===== src/rtl/skid_buffer.sv =====
// Two-entry skid buffer: valid/ready on both sides, in_ready driven only from registered state.
// The main register feeds out_data; the skid register holds one overflow word while stalled.
module skid_buffer #(
    parameter int unsigned WIDTH = 4
) (
    input  logic             clk,
    input  logic             rst,
    input  logic             in_valid,
    output logic             in_ready,
    input  logic [WIDTH-1:0] in_data,
    output logic             out_valid,
    input  logic             out_ready,
    output logic [WIDTH-1:0] out_data,
    output logic [1:0]       count
);

    typedef enum logic [1:0] {
        StEmpty = 2'd0,
        StBusy  = 2'd1,
        StFull  = 2'd2
    } state_e;

    state_e           state_q, state_d;
    logic [WIDTH-1:0] main_q, main_d;
    logic [WIDTH-1:0] skid_q, skid_d;

    logic in_xfer;
    logic out_xfer;

    assign in_xfer  = in_valid & in_ready;
    assign out_xfer = out_valid & out_ready;

    always_ff @(posedge clk) begin
        if (rst) begin
            state_q <= StEmpty;
            main_q  <= '0;
            skid_q  <= '0;
        end else begin
            state_q <= state_d;
            main_q  <= main_d;
            skid_q  <= skid_d;
        end
    end

    always_comb begin
        state_d   = state_q;
        main_d    = main_q;
        skid_d    = skid_q;
        in_ready  = 1'b0;
        out_valid = 1'b0;
        count     = 2'd0;
        unique case (state_q)
            StEmpty: begin
                in_ready = 1'b1;
                count    = 2'd0;
                if (in_xfer) begin
                    state_d = StBusy;
                    main_d  = in_data;
                end
            end
            StBusy: begin
                in_ready  = 1'b1;
                out_valid = 1'b1;
                count     = 2'd1;
                if (in_xfer && out_xfer) begin
                    main_d = in_data;
                end else if (in_xfer) begin
                    // Downstream stalled: park the new word, keep main stable.
                    state_d = StFull;
                    skid_d  = in_data;
                end else if (out_xfer) begin
                    state_d = StEmpty;
                end
            end
            StFull: begin
                out_valid = 1'b1;
                count     = 2'd2;
                if (out_xfer) begin
                    state_d = StBusy;
                    main_d  = skid_q;
                end
            end
            default: begin
                state_d = StEmpty;
            end
        endcase
    end

    assign out_data = main_q;

endmodule


===== config.mk =====
export PLATFORM = sky130hd
export DESIGN_NAME = skid_buffer
export DESIGN_NICKNAME = d
export VERILOG_FILES = /design/src/rtl/skid_buffer.sv
export SDC_FILE = /design/constraint.sdc
export NUM_CORES = 1
export LEC_CHECK = 0
export BUFFER_PORTS_ARGS = -buffer_cell sky130_fd_sc_hd__buf_2
export CAP_MARGIN = 0
export CELL_PAD_IN_SITES_DETAIL_PLACEMENT = 1
export CELL_PAD_IN_SITES_GLOBAL_PLACEMENT = 1
export CORE_MARGIN = 4
export CORE_UTILIZATION = 35
export CTS_CLUSTER_DIAMETER = 60
export DETAILED_ROUTE_END_ITERATION = 10
export PLACE_DENSITY_LB_ADDON = 0.1
export SLEW_MARGIN = 25
export SYNTH_ARGS = -nofsm -noshare
export SYNTH_HDL_FRONTEND = slang
export SYNTH_SLANG_ARGS = --single-unit
export TNS_END_PERCENT = 30

===== constraint.sdc =====
create_clock -name clk -period 2.2 [get_ports clk]
set_clock_uncertainty 0.2 [all_clocks]
set_input_delay 0.44 -clock clk [delete_from_list [all_inputs] [get_ports clk]]
set_output_delay 0.44 -clock clk [all_outputs]
set_load 0.02 [all_outputs]

# After elaboration in Yosys (flattened, before gate mapping)
# Cells that the tools add are included.
dict set report word_totals {
  reg_bits 10
  input_bits 8
  output_inout_bits 8
  wordCells 34
}
dict set report classes {
  eq_ne 7
  mux 13
  bitwise_logic 3
  reduce_logical 8
}
# op n
set op_table {}
lappend op_table {{$mux W4} 3}
lappend op_table {{$pmux W4 S3} 1}
lappend op_table {{$mux W2} 5}
lappend op_table {{$ne A2 B2 Y1 const B} 4}
lappend op_table {{$reduce_and A4 Y1} 2}
lappend op_table {{$pmux W2 S3} 1}
lappend op_table {{$pmux W2 S2} 1}
lappend op_table {{$reduce_or A2 Y1} 2}
lappend op_table {{$ne A3 B3 Y1 const B} 1}
lappend op_table {{$reduce_and A3 Y1} 1}
lappend op_table {{$reduce_bool A3 Y1} 1}
lappend op_table {{$and A1 B1 Y1} 2}
lappend op_table {{$eq A2 B1 Y1 const B} 1}
lappend op_table {{$eq A2 B2 Y1 const B} 1}
lappend op_table {{$logic_not A2 Y1} 1}
lappend op_table {{$mux W1} 2}
lappend op_table {{$logic_and A1 B1 Y1} 1}
lappend op_table {{$not A1 Y1} 1}

# Longest topological paths before layout
# Gate-level depths: netlist (run 1).
dict set report logic_depth {
  depth_word 8
  depth_mapped 7
  ltp_nobuf 6
}

# Worst setup path after synthesis (run 1)
# Ideal clock, no wire load.
dict set report synth_path {
  path_kind {register to register}
  startpoint {reg state_q[0]}
  endpoint {reg state_q[0]}
  setup_time_ns 0.070
  arrival_ns 1.720
  t_required_ns 1.930
  path_slack_ns 0.210
  path_stages_with_launch 7
  n_path_buf 0
  period_less_slack_ns 1.990
  path_cell_list {dfxtp_1 -> inv_1 -> ha_1 -> nand4_1 -> o31ai_1 -> or4_1 -> a21oi_1}
}
dict set report synth_between {
  elab_chain_cells 7
  elab_cells_between_ends 18
  cone_classes {eq/ne (6); mux (5); bitwise (2); reduce/logical (5)}
}
# item line
set synth_rtl {}
lappend synth_rtl {{start: declaration} 23} ;# state_e state_q, state_d;
lappend synth_rtl {{start signal: assignment} 35} ;# state_q <= StEmpty;
lappend synth_rtl {{start signal: assignment} 39} ;# state_q <= state_d;
lappend synth_rtl {{$eq A2 B2 Y1 / $eq A2 B1 Y1 (equally long branches)} 52} ;# unique case (state_q)
lappend synth_rtl {{$reduce_or A2 Y1 (no line) (*)} --}
lappend synth_rtl {{$mux W1 (*)} 52}
lappend synth_rtl {{named net out_valid} 11} ;# output logic out_valid,
lappend synth_rtl {{$and A1 B1 Y1 (*)} 31} ;# assign out_xfer = out_valid & out_ready;
lappend synth_rtl {{$logic_and A1 B1 Y1} 65} ;# if (in_xfer && out_xfer) begin
lappend synth_rtl {{$ne A2 B2 Y1 (no line)} --}
lappend synth_rtl {{$reduce_and A4 Y1 (no line) (*)} --}
# The timed path passes the listed nets; every way through them passes the cells marked *. The select of a mux whose other input is x is not followed.
# A chain may end at the register's enable or synchronous reset.

# Final worst setup path (run 1)
dict set report layout_path {
  startpoint {reg state_q[1]}
  endpoint {out in_ready}
}
dict set report layout_between {
  elab_chain_cells 3
  elab_cells_between_ends 4
  cone_classes {eq/ne (1); mux (1); reduce/logical (2)}
}
# item line
set layout_rtl {}
lappend layout_rtl {{$eq A2 B1 Y1 / $logic_not A2 Y1 (equally long branches)} 52}
lappend layout_rtl {{$reduce_or A2 Y1 (no line) (*)} --}
lappend layout_rtl {{$mux W1 (*)} 52}
lappend layout_rtl {{end: declaration} 9} ;# output logic in_ready,
# Mark *: on every way between the ends. The rest lies on a longest branch, timed or not.

==> run_results.csv, run 1 <==
group,metric,value,unit
status,outcome,"finished clean",
logic_synthesis,synthDistinctLibCells,23,
timing,finalWorstSetupSlack,0.145,ns
placement,dp_slack,0.164,ns
detailed_routing,drt-pass1-iter-count,3,
power,seqPwrFrac,0.298,
logic_synthesis,synth.area.top_cells,"dfxtp_1, ha_1, mux2i_1",
cts,cts.clk_slew.worst_paths,0.07,ns
die,rows,14,
detailed_routing,vias,526,
grt,antenna_found_initial,0,
grt,grt_max_degree,11,
timing,fin_crit_sh,0.934,
critical_path,critical_path_arrival,1.41,ns
final_layout,diodes,0,
power,ir_worst_vdd,0.449,mV
timing,clock.fmax,487,MHz
logic_synthesis,syn_nets,77,
detailed_routing,finalWirelength,1330,um
detailed_routing,drc,0,
critical_path,ff2ff_setup_slack,0.20,ns
timing,rsz0062_at_grt,"false",
logic_synthesis,avgSynthCellArea,8.90,um2
timing,finalHoldViolCount,0,
power,combPwrFrac,0.520,
final_layout,area_growth,22.0,%
power,sw_frac_of_total,0.427,
die,dieArea,2340,um2
detailed_routing,routedWlPerCell,13.6,um
critical_path,critPathCaptureType,"output port",
critical_path,critPathRequiredTime,1.56,ns
cts,clk_latency,0.27,ns
detailed_routing,ant_nets,0,
placement,hpwl,1060,um
die,initial_core_util,0.374,
final_layout,fill_cells,205,
cts,post_cts_buffers,0,
final_layout,final_layout_size_suffix_gt1_frac,0.293,
logic_synthesis,yosysWarnings,0,
job,drv_cap,0,
power,leakagePower,0.000293,uW
timing,finalSetupTns,0,ns
final_layout,multi_input_area,343,um2
cts,cts-root-buf,"clkbuf_4",
timing,drv_slew,0,
critical_path,worst_setup_path_start_kind,"flip-flop",
power,p_sw,390,uW
die,num_io_pins,16,
logic_synthesis,netlist.area_leader.share,0.352,
die,die_h,48.3,um
logic_synthesis,synth_top_cell_by_area,"dfxtp_1",
timing,max_slew_margin,0.755,
worst_hold_path,hold_class,"primary input to flip-flop",
logic_synthesis,syn_area,569,um2
timing,worst_pin_slew,0.367,ns
detailed_routing,viasPerCell,5.37,
power,p_int,525,uW
critical_path,path_max_fanout,5,
critical_path,path_class,"flip-flop to output port",
power,p_clk_frac,0.182,
die,die_w,48.3,um
grt,grt_pass1_vias,519,
logic_synthesis,synth_seq_area_share,0.352,
grt,grt_pass1_wl,2250,um
die,core_area,1520,um2
logic_synthesis,ys_seq_elements,10,
timing,min_period,2.05,ns
cts,cts_tree,"yes",
grt,grt-ovfl-total,0,
cts,cts_buffer_depth,2,
cts,numCtsBuffers,3,
cts,cts.sinks,10,
timing,finalSetupViolCount,0,
power,p_per_area,1320,nW/um2
detailed_routing,initialDrtViolationCount,2,
cts,htreeDepth,1,
placement,portBuffers,15,
placement,gp_congestion,0.839,
logic_synthesis,syn_inst,64,
final_layout,nNetsFinal,96,
final_layout,seqCellArea,201,um2
grt,track_usage,0.122,
## per-stage QoR
step,total power [uW],area (um2),hold slack (ns),instances,utilization
5_1_grt,998,694,0.237,98,0.456
3_3_place_gp,754,657,0.283,94,0.431
4_1_cts,932,693,0.211,98,0.455
3_5_place_dp,759,657,0.290,94,0.431
6_report,915,694,0.218,98,0.456
2_1_floorplan,631,569,0.260,64,-
## critical path, stage by stage (launching register included)
cell,delay (ns)
dfxtp_1,0.38
inv_1,0.10
ha_1,0.24
or2_1,0.26
buf_2,0.17
## layer usage
metal,share of wire,GRT usage
met3,0.053,0.0276
met4,0.0098,0.0968
met5,0,0
met1,0.49,0.146
met2,0.44,0.183
## Yosys cell counts, drive strengths merged
master	count
inv	3
o31ai	1
nand2b	1
dfxtp	10
a21oi	3
o21a	1
o21ai	3
nor2	5
ha	5
and4	1
or2	1
or2b	1
nand4	2
buf	2
nor2b	4
a221oi	4
mux2i	4
nor3	8
nand2	3
or4	1
o311ai	1
## state kept, by name, summed over array words and instances, names as in the netlist
signal / cells
skid_q: 4
out_data: 4
state_q: 2
## power groups by stage
stage	combinational (uW)	sequential (uW)	clock, uW
floorplan	326	305	0
global placement	481	273	0
detailed placement	483	276	0
CTS	485	271	175
global route	530	282	186
finish	475	272	167
## path summary, 6_finish.rpt
path,endpoint,from,depth (start not counted)
min reg2reg,skid_q[1],skid_q[1],2
min,skid_q[1],in_data[1],3
max,in_ready,state_q[1],4
max reg2reg,state_q[0],state_q[1],6
## what timing repair did
item / 4_1_cts / 5_1_grt
endpoints found under the setup margin: 0 / 2
hold buffers: 0 / 0
resized for setup: 0 / 1
## logic make-up (layout without fill, tap and decap cells)
| kind of cell | after synthesis | after routing | synth area share |
|---|---|---|---|
| flops | 10 | 10 | 0.352 |
| simple gates | 27 | 27 | 0.259 |
| compound gates | 13 | 13 | 0.163 |
| buf+inv | 5 | 23 | 0.0461 |
| fa+ha+maj | 5 | 5 | 0.110 |
| mux | 4 | 4 | 0.0703 |
## placed cells by master (no fill, tap or decap), drive strengths merged
master	count
a221oi	4
nor3	8
or4	1
nand4	2
or2b	1
ha	5
o21a	1
clkbuf	4
nand2	3
nor2b	4
or2	1
inv	3
o31ai	1
buf	16
and4	1
dfxtp	10
a21oi	3
o21ai	3
o311ai	1
nand2b	1
nor2	5
mux2i	4
## layout make-up
class / count / area share
Tap cell: 16 / 0.0288
Sequential cell: 10 / 0.290
Clock buffer: 4 / 0.0523
Multi-Input combinational cell: 49 / 0.494
Timing Repair Buffer: 16 / 0.119
Inverter: 3 / 0.0162
Power figures use the tool's default switching activity.
==> inputs of run 2 (changes only) <==
--- a/config.mk
+++ b/config.mk
@@ -5,14 +5,14 @@
 export SDC_FILE = /design/constraint.sdc
 export NUM_CORES = 1
 export LEC_CHECK = 0
-export BUFFER_PORTS_ARGS = -buffer_cell sky130_fd_sc_hd__buf_2
 export CAP_MARGIN = 0
 export CELL_PAD_IN_SITES_DETAIL_PLACEMENT = 1
 export CELL_PAD_IN_SITES_GLOBAL_PLACEMENT = 1
 export CORE_MARGIN = 4
-export CORE_UTILIZATION = 35
+export CORE_UTILIZATION = 42
 export CTS_CLUSTER_DIAMETER = 60
 export DETAILED_ROUTE_END_ITERATION = 10
+export DONT_BUFFER_PORTS = 1
 export PLACE_DENSITY_LB_ADDON = 0.1
 export SLEW_MARGIN = 25
 export SYNTH_ARGS = -nofsm -noshare
==> run 2 against run 1 <==
  * Worst hold slack got worse by 0.18 ns
  * Sequential power grew 15%
  * Sequential cell count unchanged
  * Clock power down 2%
  * First-iteration DRC count grew 50%
  * Die area fell by 14%
  * Design area fell by 9.0%
  * Critical path type unchanged
  * Setup slack worse by 0.0066 ns
  * Register-to-register slack hardly changed
  * Utilization rose by 3.6 points
  * Sequential share of layout area rose by 2.7 points
  * Highest routed layer unchanged
  * Non-clock buffer count down 13
==> run_results.csv, run 2 (synthesized netlist as in run 1, its figures left out) <==
group,metric,value,unit
detailed_routing,met3_length,99,um
detailed_routing,top_layer,"met4",
final_layout,fill_cells,155,
critical_path,ff2ff_setup_slack,0.21,ns
status,outcome,"finished clean",
worst_hold_path,hold_depth,1,
timing,worst_hold_slack,0.0374,ns
die,initial_core_util,0.443,
final_layout,nNetsFinal,83,
timing,min_period,2.06,ns
die,core_area,1280,um2
worst_hold_path,hp-start,"rst",
detailed_routing,ant_nets,0,
final_layout,diodes,0,
die,num_io_pins,16,
critical_path,r2r-start,"state_q[0]",
detailed_routing,route.met2.wl,566,um
cts,clk_latency,0.26,ns
power,power,882,uW
critical_path,critical_path_arrival,1.42,ns
detailed_routing,vias,477,
cts,post_cts_buffers,0,
timing,clock.fmax,485,MHz
timing,finalHoldViolCount,0,
placement,gp_congestion,0.838,
cts,cts.hold.buffers_added,0,
final_layout,final_common_cell,"dfxtp_1",
final_layout,multi_input_area,343,um2
final_layout,utilization,0.492,
final_layout,layout_common_cells,"dfxtp_1, nor3_1, nor2_1, ha_1",
grt,grt_pass1_wl,2200,um
cts,numCtsBuffers,3,
grt,track_usage,0.152,
critical_path,critPathCaptureType,"output port",
worst_hold_path,hold_end,"skid_q[0]",
detailed_routing,drt-pass1-iter-count,5,
final_layout,area_growth,11.0,%
grt,grt_pass1_vias,500,
timing,worst_pin_slew,0.342,ns
critical_path,rr_worst_depth,6,
detailed_routing,viasPerCell,5.68,
die,dieArea,2010,um2
detailed_routing,finalWirelength,1290,um
worst_hold_path,hold_class,"primary input to flip-flop",
timing,max_slew_margin,0.769,
final_layout,final_layout_size_suffix_gt1_frac,0.145,
placement,hpwl,1000,um
critical_path,r2r_end,"state_q[0]",
critical_path,path_max_fanout,5,
timing,finalSetupViolCount,0,
grt,antenna_found_initial,0,
timing,finalSetupTns,0,ns
timing,rsz0062_at_grt,"false",
detailed_routing,drc,0,
die,rows,13,
timing,fin_crit_sh,0.937,
detailed_routing,met1_length,613,um
critical_path,critPathRequiredTime,1.56,ns
power,leakagePower,0.000237,uW
detailed_routing,routedWlPerCell,15.4,um
critical_path,worst_setup_path_start_kind,"flip-flop",
detailed_routing,initialDrtViolationCount,3,
cts,cts.clk_slew.worst_paths,0.07,ns
grt,grt-ovfl-total,0,
final_layout,seqCellArea,200,um2
cts,cts.sinks,10,
cts,cts_tree,"yes",
cts,cts_buffer_depth,2,
cts,cts-root-buf,"clkbuf_4",
final_layout,fin_area,632,um2
job,drv_cap,0,
die,die_w,44.8,um
cts,htreeDepth,1,
placement,portBuffers,0,
cts,post_cts_resized,0,
grt,grt_max_degree,11,
timing,drv_slew,0,
critical_path,path_class,"flip-flop to output port",
die,die_h,44.8,um
power,ir_worst_vdd,0.517,mV
power,p_per_area,1400,nW/um2
placement,placed_area,596,um2
## run 2: layout make-up
type | instances | area share
Multi-Input combinational cell | 49 | 0.543
Clock buffer | 4 | 0.0574
Tap cell | 15 | 0.0297
Sequential cell | 10 | 0.317
Inverter | 3 | 0.0178
Timing Repair Buffer | 3 | 0.0356
## run 2: critical path, cell delays in order (launching register included)
cell	delay, ns
dfxtp_1	0.41
inv_1	0.09
ha_1	0.26
or2_1	0.24
buf_4	0.16
## run 2: metrics by stage
step           worst slack (ns)  instances
2_1_floorplan             0.210         64
3_3_place_gp              0.247         80
3_5_place_dp              0.199         80
4_1_cts                   0.125         84
5_1_grt                  0.0391         84
6_report                  0.139         84
## run 2: power by group
part | internal (uW) | switching [uW] | total (uW)
logic | 171 | 236 | 407
registers | 235 | 76.8 | 312
clock network | 100 | 63.0 | 163
## run 2: how the worst max path moves through the flow
stage	end	start
finish	in_ready	state_q[0]
detailed placement	state_q[0]	state_q[0]
global route	in_ready	state_q[0]
floorplan	state_q[0]	state_q[0]
CTS	in_ready	state_q[0]
global placement	out_data[2]	state_q[1]
## run 2: metal layers
layer  up-vias  global-route usage
li1        244                   -
met1       218               0.192
met2        13               0.221
met3         2              0.0438
met4         0               0.105
met5         -                   0
==> inputs of run 3 (changes only) <==
==> constraint.sdc (replaced) <==
create_clock -name clk -period 2.2 [get_ports clk]
set_clock_uncertainty 0.2 [all_clocks]
set_input_delay 0.11 -clock clk [delete_from_list [all_inputs] [get_ports clk]]
set_output_delay 0.11 -clock clk [all_outputs]
set_load 0.02 [all_outputs]
==> run 3 against run 2 <==
  * Die area unchanged
  * Register-to-register slack hardly changed
  * Sequential share of layout area is 3.2 points lower
  * Critical endpoint is now state_q[0]
==> run_results.csv, run 3 (synthesized netlist as in run 1, its figures left out) <==
group,metric,value,unit
critical_path,slowest_delay,0.51,ns
placement,portBuffers,0,
critical_path,critical_path_arrival,2.00,ns
critical_path,cp_num_cells,6,
final_layout,diodes,0,
grt,grt_pass1_wl,2430,um
final_layout,final_layout_size_suffix_gt1_frac,0.132,
job,drv_cap,0,
cts,cts.clk_slew.worst_paths,0.07,ns
detailed_routing,routedWlPerCell,16.0,um
timing,worst_hold_slack,0.0604,ns
cts,cts.hold.buffers_added,7,
cts,clk_latency,0.27,ns
cts,cts.sinks,10,
power,p_clk_frac,0.187,
timing,max_slew_margin,0.760,
timing,finalSetupViolCount,0,
grt,antenna_found_initial,0,
final_layout,fin_area,702,um2
detailed_routing,finalWirelength,1460,um
timing,min_period,1.99,ns
power,p_int,515,uW
cts,post_cts_buffers,0,
critical_path,slowest_stage,"or4_1",
power,seqPwrFrac,0.344,
die,initial_core_util,0.443,
critical_path,r2r-start,"state_q[0]",
grt,grt_pass1_vias,537,
cts,numCtsBuffers,3,
timing,drv_slew,0,
die,dieArea,2010,um2
critical_path,worst_setup_path_start_kind,"flip-flop",
power,leakagePower,0.000266,uW
critical_path,crit_family,"simple AND/OR/NAND/NOR gates",
cts,cts_tree,"yes",
grt,grt_max_degree,11,
cts,cts-root-buf,"clkbuf_4",
die,rows,13,
critical_path,ff2ff_setup_slack,0.21,ns
final_layout,layout_common_cells,"dfxtp_1, nor3_1, dlygate4sd3_1",
critical_path,startpoint,"state_q[0]",
detailed_routing,initialDrtViolationCount,1,
power,sw_frac_of_total,0.431,
placement,dp_cells,80,
timing,rsz0062_at_grt,"false",
timing,finalSetupTns,0,ns
cts,cts_buffer_depth,2,
timing,clock.fmax,502,MHz
cts,post_cts_resized,0,
die,die_h,44.8,um
power,p_sw,391,uW
final_layout,final_common_cell,"dfxtp_1",
critical_path,critPathRequiredTime,2.20,ns
grt,grt-ovfl-total,0,
critical_path,critPathBufInv,1,
critical_path,critPathCaptureType,"flip-flop",
cts,htreeDepth,1,
power,p_per_area,1290,nW/um2
final_layout,area_growth,23.3,%
power,combPwrFrac,0.469,
critical_path,rr_worst_depth,6,
power,ir_worst_vdd,0.525,mV
die,die_w,44.8,um
worst_hold_path,hold_depth,3,
worst_hold_path,hold_class,"primary input to flip-flop",
die,num_io_pins,16,
placement,gp_congestion,0.838,
detailed_routing,ant_nets,0,
critical_path,path_class,"flip-flop to flip-flop",
placement,dp_slack,0.199,ns
status,outcome,"finished clean",
critical_path,r2r_end,"state_q[0]",
detailed_routing,vias,517,
detailed_routing,drc,0,
detailed_routing,drt-pass1-iter-count,4,
timing,worst_pin_slew,0.357,ns
timing,finalHoldViolCount,0,
placement,hpwl,1000,um
detailed_routing,viasPerCell,5.68,
critical_path,path_max_fanout,5,
critical_path,worstSetupEndpoint,"state_q[0]",
die,core_area,1280,um2
timing,fin_crit_sh,0.906,
final_layout,instances_no_fill,91,
placement,placed_area,596,um2
grt,track_usage,0.169,
final_layout,nNetsFinal,90,
critical_path,worstPathCellList,"inv_1, ha_1, nand4_1, o31ai_1, or4_1, a21oi_1",
timing,finalWorstSetupSlack,0.206,ns
## run 3: power by group through the flow
stage | combinational (uW) | clock (uW) | sequential [uW]
2_1_floorplan | 326 | 0 | 305
6_report | 424 | 169 | 312
4_1_cts | 427 | 170 | 313
3_5_place_dp | 410 | 0 | 318
3_3_place_gp | 406 | 0 | 314
5_1_grt | 486 | 181 | 320
## run 3: metal layers
layer	wire length (um)	vias up	part of all wire	global-route usage
li1	-	259	-	-
met1	658	238	0.45	0.206
met2	673	15	0.46	0.269
met3	92	5	0.063	0.0359
met4	34	0	0.023	0.105
met5	0	-	0	0
## run 3: cell type report
type,instances,area (um2)
inverter,3,11.3
sequential,10,200
tap,15,18.8
timing repair buffer,10,92.6
clock buffer,4,36.3
multi-input combinational,49,343
fill,158,583
## run 3: how the worst min path moves through the flow
stage / from / to / slack [ns]
after floorplan: in_data[0] / skid_q[0] / 0.06
after global placement: rst / state_q[0] / -0.02
after detailed placement: rst / state_q[0] / -0.02
after CTS: in_valid / out_data[3] / 0.06
after global routing: in_valid / out_data[3] / 0.1
final: in_valid / out_data[1] / 0.06
## run 3: through the flow
step                 util  power, uW
finish              0.546        905
global route        0.546        987
CTS                 0.546        910
detailed placement  0.463        728
global placement    0.463        720
floorplan               -        631
## run 3: worst reg2reg max path: cells and delay by family, from the launching register on
kind	cells	cell delay, ns
and+or+nand+nor	2	0.65
adders and majority gates	1	0.31
AOI/OAI and AO/OA	2	0.26
buffers and inverters	1	0.09
DFF	1	0.41
